--- src/rtl/s2mm_address_generator.sv ---
// Stream stage ahead of the S2MM RAM writer: registered 2-entry skid buffer that tags
// every beat with its byte address in a circular DDR ring and stops only on burst boundaries.
module s2mm_address_generator #(
  parameter int ADDR_WIDTH       = 32,
  parameter int AXIS_TDATA_WIDTH = 32,
  parameter int BEAT_BYTES       = 4,
  parameter int BURST_BEATS      = 16,
  parameter int INDEX_WIDTH      = 20
) (
  input  logic                        aclk,
  input  logic                        aresetn,
  input  logic                        enable,
  input  logic [ADDR_WIDTH-1:0]       base_address,
  input  logic [INDEX_WIDTH-1:0]      buffer_beats,
  input  logic [AXIS_TDATA_WIDTH-1:0] S_AXIS_tdata,
  input  logic                        S_AXIS_tvalid,
  output logic                        S_AXIS_tready,
  output logic [AXIS_TDATA_WIDTH-1:0] M_AXIS_tdata,
  output logic                        M_AXIS_tvalid,
  input  logic                        M_AXIS_tready,
  output logic [ADDR_WIDTH-1:0]       address,
  output logic [INDEX_WIDTH-1:0]      write_index,
  output logic [15:0]                 wrap_count,
  output logic                        busy,
  output logic [1:0]                  fsm_state
);

  // Handshake: a beat moves on a rising edge where valid and ready are both 1; valid never
  // depends on ready, and data/address hold steady while valid=1 and ready=0.

  typedef enum logic [1:0] {
    IDLE  = 2'd0,
    RUN   = 2'd1,
    DRAIN = 2'd2
  } state_t;

  localparam logic [INDEX_WIDTH-1:0] BURST_MASK = INDEX_WIDTH'(BURST_BEATS - 1);
  localparam logic [INDEX_WIDTH-1:0] BURST_LEN  = INDEX_WIDTH'(BURST_BEATS);
  localparam logic [ADDR_WIDTH-1:0]  ADDR_MASK  = ADDR_WIDTH'(BURST_BEATS * BEAT_BYTES - 1);
  localparam logic [ADDR_WIDTH-1:0]  STEP       = ADDR_WIDTH'(BEAT_BYTES);

  state_t                        state, next_state;
  logic [ADDR_WIDTH-1:0]         base_reg;
  logic [INDEX_WIDTH-1:0]        len_reg, len_masked, len_start;
  logic [INDEX_WIDTH-1:0]        index, index_next;
  logic                          wrap_step, aligned_next;
  logic                          in_fire, out_fire, start;
  logic [ADDR_WIDTH-1:0]         in_addr;
  logic                          skid_valid, skid_valid_next;
  logic [AXIS_TDATA_WIDTH-1:0]   skid_data;
  logic [ADDR_WIDTH-1:0]         skid_addr;

  assign in_fire    = S_AXIS_tvalid & S_AXIS_tready;
  assign out_fire   = M_AXIS_tvalid & M_AXIS_tready;
  assign start      = (state == IDLE) & enable;
  assign in_addr    = base_reg + ADDR_WIDTH'(index) * STEP;
  assign len_masked = buffer_beats & ~BURST_MASK;
  assign len_start  = (len_masked < BURST_LEN) ? BURST_LEN : len_masked;
  assign busy       = (state != IDLE) | M_AXIS_tvalid | skid_valid;
  assign fsm_state  = state;

  always_comb begin
    index_next = index;
    wrap_step  = 1'b0;
    if (in_fire) begin
      if (index == len_reg - INDEX_WIDTH'(1)) begin
        index_next = '0;
        wrap_step  = 1'b1;
      end else begin
        index_next = index + INDEX_WIDTH'(1);
      end
    end
  end

  assign aligned_next = (index_next & BURST_MASK) == '0;

  // The skid register only fills while the output register is stalled.
  always_comb begin
    if (skid_valid) skid_valid_next = ~out_fire;
    else            skid_valid_next = in_fire & M_AXIS_tvalid & ~out_fire;
  end

  always_ff @(posedge aclk or negedge aresetn) begin
    if (!aresetn) state <= IDLE;
    else          state <= next_state;
  end

  always_comb begin
    next_state = state;
    case (state)
      IDLE:    if (enable) next_state = RUN;
      RUN:     if (!enable) next_state = aligned_next ? IDLE : DRAIN;
      DRAIN:   if (aligned_next) next_state = IDLE;
      default: next_state = IDLE;
    endcase
  end

  always_ff @(posedge aclk or negedge aresetn) begin
    if (!aresetn) begin
      base_reg      <= '0;
      len_reg       <= '0;
      index         <= '0;
      wrap_count    <= '0;
      write_index   <= '0;
      S_AXIS_tready <= 1'b0;
      M_AXIS_tvalid <= 1'b0;
      M_AXIS_tdata  <= '0;
      address       <= '0;
      skid_valid    <= 1'b0;
      skid_data     <= '0;
      skid_addr     <= '0;
    end else begin
      S_AXIS_tready <= (next_state != IDLE) & ~skid_valid_next;
      skid_valid    <= skid_valid_next;
      if (start) begin
        base_reg    <= base_address & ~ADDR_MASK;
        len_reg     <= len_start;
        index       <= '0;
        wrap_count  <= '0;
        write_index <= '0;
      end else begin
        index <= index_next;
        if (wrap_step) wrap_count <= wrap_count + 16'd1;
        if (out_fire) begin
          write_index <= (write_index == len_reg - INDEX_WIDTH'(1)) ? '0
                                                                    : write_index + INDEX_WIDTH'(1);
        end
      end
      if (!M_AXIS_tvalid || out_fire) begin
        if (skid_valid) begin
          M_AXIS_tvalid <= 1'b1;
          M_AXIS_tdata  <= skid_data;
          address       <= skid_addr;
        end else if (in_fire) begin
          M_AXIS_tvalid <= 1'b1;
          M_AXIS_tdata  <= S_AXIS_tdata;
          address       <= in_addr;
        end else begin
          M_AXIS_tvalid <= 1'b0;
        end
      end else if (in_fire) begin
        skid_data <= S_AXIS_tdata;
        skid_addr <= in_addr;
      end
    end
  end

endmodule
--- config.mk ---
export PLATFORM = sky130hd
export DESIGN_NAME = s2mm_address_generator
export DESIGN_NICKNAME = d
export VERILOG_FILES = /design/src/rtl/s2mm_address_generator.sv
export SDC_FILE = /design/constraint.sdc
export NUM_CORES = 1
export LEC_CHECK = 0
export CAP_MARGIN = 30
export CORE_UTILIZATION = 49
export DETAILED_ROUTE_END_ITERATION = 10
export PLACE_DENSITY = 0.71
export SYNTH_ARGS = -nofsm -noshare
export SYNTH_HDL_FRONTEND = slang
export SYNTH_SLANG_ARGS = --single-unit
--- constraint.sdc ---
create_clock -name aclk -period 6 [get_ports aclk]
set_input_delay 1.5 -clock aclk [delete_from_list [all_inputs] [get_ports aclk]]
set_output_delay 1.5 -clock aclk [all_outputs]
set_load 0.005 [all_outputs]
Word-level counts from Yosys, hierarchy flattened
Index checks and enable logic that the tools add are counted.
{"block": "op_classes", "n_addsub": 5, "n_mul": 0, "div": 0, "magnitude_cmp": 1, "eq_ne": 4, "shifts": 0, "muxes": 23, "bitwise": 11, "n_reduce_logical": 12}
{"cell": "20-bit 2-to-1 mux", "count": 7}
{"cell": "32-bit 2-to-1 mux", "count": 4}
{"cell": "20-bit by 1-bit adder with 20-bit output, second input constant", "count": 2}
{"cell": "20-bit equality test", "count": 2}
{"cell": "32-bit by 22-bit adder with 32-bit output", "count": 1}
{"cell": "16-bit 2-to-1 mux", "count": 2}
{"cell": "20-bit logical NOT", "count": 1}
{"cell": "20-bit by 5-bit < comparator with 1-bit output, second input constant", "count": 1}
{"cell": "20-bit by 1-bit subtractor with 20-bit output, second input constant", "count": 1}
{"cell": "16-bit by 1-bit adder with 16-bit output, second input constant", "count": 1}
{"cell": "2-bit nonzero test", "count": 6}
{"cell": "2-bit 2-to-1 mux", "count": 4}
{"cell": "1-bit bitwise AND", "count": 6}
{"cell": "2-bit case mux with 3 select lines", "count": 1}
{"cell": "1-bit 2-to-1 mux", "count": 5}
{"cell": "2-bit AND reduction", "count": 2}
{"cell": "1-bit inverter", "count": 3}
{"cell": "2-bit by 1-bit equality test with 1-bit output, second input constant", "count": 1}
{"cell": "2-bit equality test, second input constant", "count": 1}
{"cell": "2-bit logical NOT", "count": 1}
{"cell": "1-bit bitwise OR", "count": 2}
{"cell": "1-bit logical NOT", "count": 1}
{"cell": "1-bit logical OR", "count": 1}
{"block": "word_totals", "regBits": 235, "latch_bits": 0, "ramBits": 0, "mem_bits_ro": 0, "input_bits": 89, "output_inout_bits": 105, "word_cells": 70, "mem_count": 0}

Logic depth before layout (Yosys ltp)
{"block": "depth", "depth_word": 10, "depth_mapped": 12, "mapped_depth_nobuf": 11}

Worst setup path after synthesis
No wires, ideal clock.
{"block": "synth_path", "path_kind": "flip-flop to flip-flop", "startpoint": "reg len_reg[4]", "endpoint": "reg wrap_count[14]", "setup_ps": 78, "arrival_time_ps": 2929, "t_required_ps": 5922, "slack_ps": 2993, "stages_incl_launch_ff": 12, "n_path_buf": 1, "synth_period_minus_slack_ps": 3007, "cell_sequence": "dfrtp_1 inv_1 ha_1 or4b_1 nor4_1 xnor3_1 nand2_1 nand4b_4 or2_1 buf_2 or4_1 a21oi_1"}
{"block": "synth_via", "elab_chain_len": 5}
{"element": "start, declared", "line_no": "44", "rtl": "logic [INDEX_WIDTH-1:0] len_reg, len_masked, len_start;"}
{"element": "start signal, assigned", "line_no": "117", "rtl": "len_reg <= len_start;"}
{"element": "20-bit by 1-bit subtractor with 20-bit output", "line_no": "66", "rtl": "if (index == len_reg - INDEX_WIDTH'(1)) begin"}
{"element": "20-bit equality test", "line_no": "66"}
{"element": "1-bit 2-to-1 mux", "line_no": "66"}
{"element": "1-bit 2-to-1 mux", "line_no": "65", "rtl": "if (in_fire) begin"}
{"element": "2-bit nonzero test (no source line)"}
{"element": "end signal, assigned", "line_no": "123", "rtl": "if (wrap_step) wrap_count <= wrap_count + 16'd1;"}
{"element": "end, declared", "line_no": "23", "rtl": "output logic [15:0] wrap_count,"}
No other way between the ends.
A chain may end at the register's enable or synchronous reset.

Worst setup path in the final report
{"block": "layout_path", "startpoint": "reg len_reg[4]", "endpoint": "reg write_index[7]"}
{"block": "layout_via", "elab_chain_len": 5}
{"element": "20-bit by 1-bit subtractor with 20-bit output", "line_no": "125", "rtl": "write_index <= (write_index == len_reg - INDEX_WIDTH'(1)) ? '0"}
{"element": "20-bit equality test", "line_no": "125"}
{"element": "20-bit 2-to-1 mux", "line_no": "125"}
{"element": "20-bit 2-to-1 mux", "line_no": "124", "rtl": "if (out_fire) begin"}
{"element": "20-bit 2-to-1 mux", "line_no": "115", "rtl": "if (start) begin"}
{"element": "end signal, assigned", "line_no": "125"}
{"element": "end, declared", "line_no": "22", "rtl": "output logic [INDEX_WIDTH-1:0] write_index,"}
No other way between the ends. The select of a mux whose other input is x is not followed.

==> run summary <==
M1 GR Usage: 0.324
synthesis-stage register bit count: 227
H-Tree Depth: 1
TritonCTS buffer count: 25
Detail Route Antenna Nets: 0
met3 Use GR: 0.0336
Inserted Diodes: 0
DRC Markers: 0
M2 GR Usage: 0.367
FILL cells: 2037
nets@finish: 1525
DR vias/cell: 5.52
Synth top area share: 0.471
Area Overhead vs Synth: 23.6%
most frequent CP cell: nor4_1
mapped cell area: 12100 sq um
Worst Setup Start Kind: register
asr flop ratio synth: 1.00
EDFF count, synth: 0
Max Cap Viol: 0
clock power share: 0.223
worst setup path class: reg -> reg
die extent in y: 159 um
critical path fanouts, max: 29
Clk Latency, worst-skew pair: 0.52 ns
IO Port Bufs: 181
Core Region: 24200 sq um
crit path DAT: 4.17 ns
Slew headroom: 0.433
share of layout cells above drive strength 1: 0.0713
RSZ-0062 raised after global routing: no
top post-synthesis cells by area: dfrtp_1, nand2_1, o21ai_0
Worst EP required: 6.41 ns
hold crit path type: reg -> reg
post-route clock period utilization: 0.626
worst vdd ir: 0.312 mV
drt pass-1 iters: 5
Largest regs: M_AXIS_tdata (32), skid_data (32)
Period minus WS final: 3.75 ns
clock slew at reported path FFs: 0.06 ns
static leakage: 6.69 nW
sequence of cells on the critical path: inv_1 -> ha_1 -> or4b_1 -> nor4_1 -> xnor3_1 -> nand3_1 -> nor4_1 -> or2_1 -> o21ai_0 -> a21o_1
# setup viols final: 0
Die ar.: 25300 sq um
pin count of the biggest net entering global routing: 145
Final Util: 0.615
slowest stage delay, CP: 0.74 ns
Clock Root Buffer: clkbuf_16
Net Switching: 0.00233 W
CTS tree: yes
top-level I/O count: 194
outcome: finished, final reports clean
Gate power share: 0.382
Ys Warns: 0
Clock Sinks: 227
Detail Placement HPWL: 20200 um
Clock Path Buffers: 3
Total Negative Setup Slacks: 0 ns
GP Congestion: 0.861
cell taking the most area after synthesis: dfrtp_1
initial antenna violation count: 0
Pwr per Cell Area: 437 nW/um^2
WL per Instance: 16.5 um
Post-synth top flop: dfrtp_1
hold buffer count at CTS: 0
crit path max-delay cell type: or2_1
Starting DRT DRC Count: 608
PostCTS Resize Cnt: 0
Reg power frac: 0.394
Worst Clk Skew: 0.0259 ns
Post-Route WL: 28900 um
CP endpoint kind: register
global-route layer with the greatest usage: met2
first-pass GRT wire length: 47700 um
Worst-Margin Slew: 0.850 ns
vias in the first global route: 9342
# rows: 57
Distinct cells, synth: 72
setup bufs post-CTS: 0
Post-Syn Instances: 1268
Initial Util: 0.498
cell family with most CP delay: simple AND/OR/NAND/NOR gates
WP buf/inv: 1
Max Clk Rate: 266 MHz
sequential fraction of the synthesis area: 0.471
grt ovf: 0
Die Width: 159 um
Slew Viols, Final: 0
Pint: 0.00419 W
vias: 9683
Avg Cell Area, Syn: 9.52 sq um
net switching fraction of the power: 0.358
final-report hold violation count: 0
gr usage total: 0.228
cell families (layout without fill, tap and decap cells):
group | Yosys count | count (layout) | share of synthesized area
and+or+nand+nor | 509 | 509 | 0.206
AOI/OAI and AO/OA | 241 | 241 | 0.119
DFF | 227 | 227 | 0.471
buffers and inverters | 96 | 257 | 0.0316
other | 1 | 2 | 0.000311
muxes | 84 | 84 | 0.0736
xor gates and xnor gates | 89 | 89 | 0.0760
adders and majority gates | 21 | 21 | 0.0224
area by class of cell:
| class | count | area, sq um | area share |
|---|---|---|---|
| Clock buffer | 36 | 707 | 0.0474 |
| Multi-Input combinational cell | 946 | 6030 | 0.404 |
| Tap cell | 324 | 405 | 0.0272 |
| Timing Repair Buffer | 193 | 1950 | 0.131 |
| Inverter | 22 | 82.6 | 0.00553 |
| Clock inverter | 6 | 58.8 | 0.00394 |
| Sequential cell | 227 | 5680 | 0.381 |
layout by cell type, fill, tap and decap left out, types with 10 or more instances in the layout:
cell type,instances
o21ai_0,120
nor4_1,21
xnor2_1,61
mux2i_1,46
inv_1,22
clkbuf_16,25
a21oi_1,40
nor3_1,22
or3_1,10
clkdlybuf4s50_1,180
nor3b_1,25
nand2_1,250
nand3_1,43
a21o_1,27
o21a_1,10
xor2_1,18
nand4_1,11
nor2_1,52
mux2_2,37
ha_1,20
xnor3_1,10
and3_1,29
dfrtp_1,226
path summary, 6_finish.rpt:
check / start / endpoint / slack, ns / depth (start not counted)
min in group asynchronous: aresetn / skid_data[24] / 0.98 / 1
setup / recovery: len_reg[4] / write_index[7] / 2.25 / 10
hold reg to reg: address[24] / address[24] / 0.47 / 2
max in group asynchronous: aresetn / len_reg[18] / 3.75 / 2
setup reg to reg: len_reg[4] / write_index[7] / 2.25 / 10
hold / removal: address[24] / address[24] / 0.47 / 2
per-layer routing:
layer | up-vias | part of all wire
met5 | - | 0
met4 | 0 | 0.024
met3 | 44 | 0.051
met2 | 270 | 0.46
met1 | 4645 | 0.47
li1 | 4724 | -
Yosys cell counts, types with 25 or more instances:
library cell and instances:
nand2_1 251, dfrtp_1 227, o21ai_0 120, xnor2_1 61, clkbuf_1 54, nor2_1 53
mux2i_1 46, nand3_1 43, a21oi_1 40, mux2_2 37, and3_1 29, a21o_1 27
nor3b_1 25
worst register-to-register path, cell delays in order, from the launching register on:
cell	delay (ns)
dfrtp_1	0.48
inv_1	0.12
ha_1	0.23
or4b_1	0.53
nor4_1	0.40
xnor3_1	0.20
nand3_1	0.08
nor4_1	0.44
or2_1	0.74
o21ai_0	0.21
a21o_1	0.21
power by group through the flow:
stage | sequential, W | clock (W) | combinational [W]
after global routing | 0.00265 | 0.00155 | 0.00277
after detailed placement | 0.00260 | 0 | 0.00250
after floorplan | 0.00241 | 0 | 0.00172
final | 0.00257 | 0.00146 | 0.00249
after global placement | 0.00256 | 0 | 0.00242
after CTS | 0.00257 | 0.00148 | 0.00251
metrics by stage:
stage	setup slack, ns	total power [W]	hold slack (ns)	cell area (sq um)	instances
final	2.25	0.00652	0.473	14900	1754
after global routing	1.98	0.00698	0.499	14900	1754
after CTS	2.24	0.00657	0.478	14900	1754
after detailed placement	1.87	0.00510	0.465	14200	1712
after global placement	1.82	0.00499	0.457	14100	1710
after floorplan	2.99	0.00412	0.442	12100	1269
(Power assumes the default switching activity.)
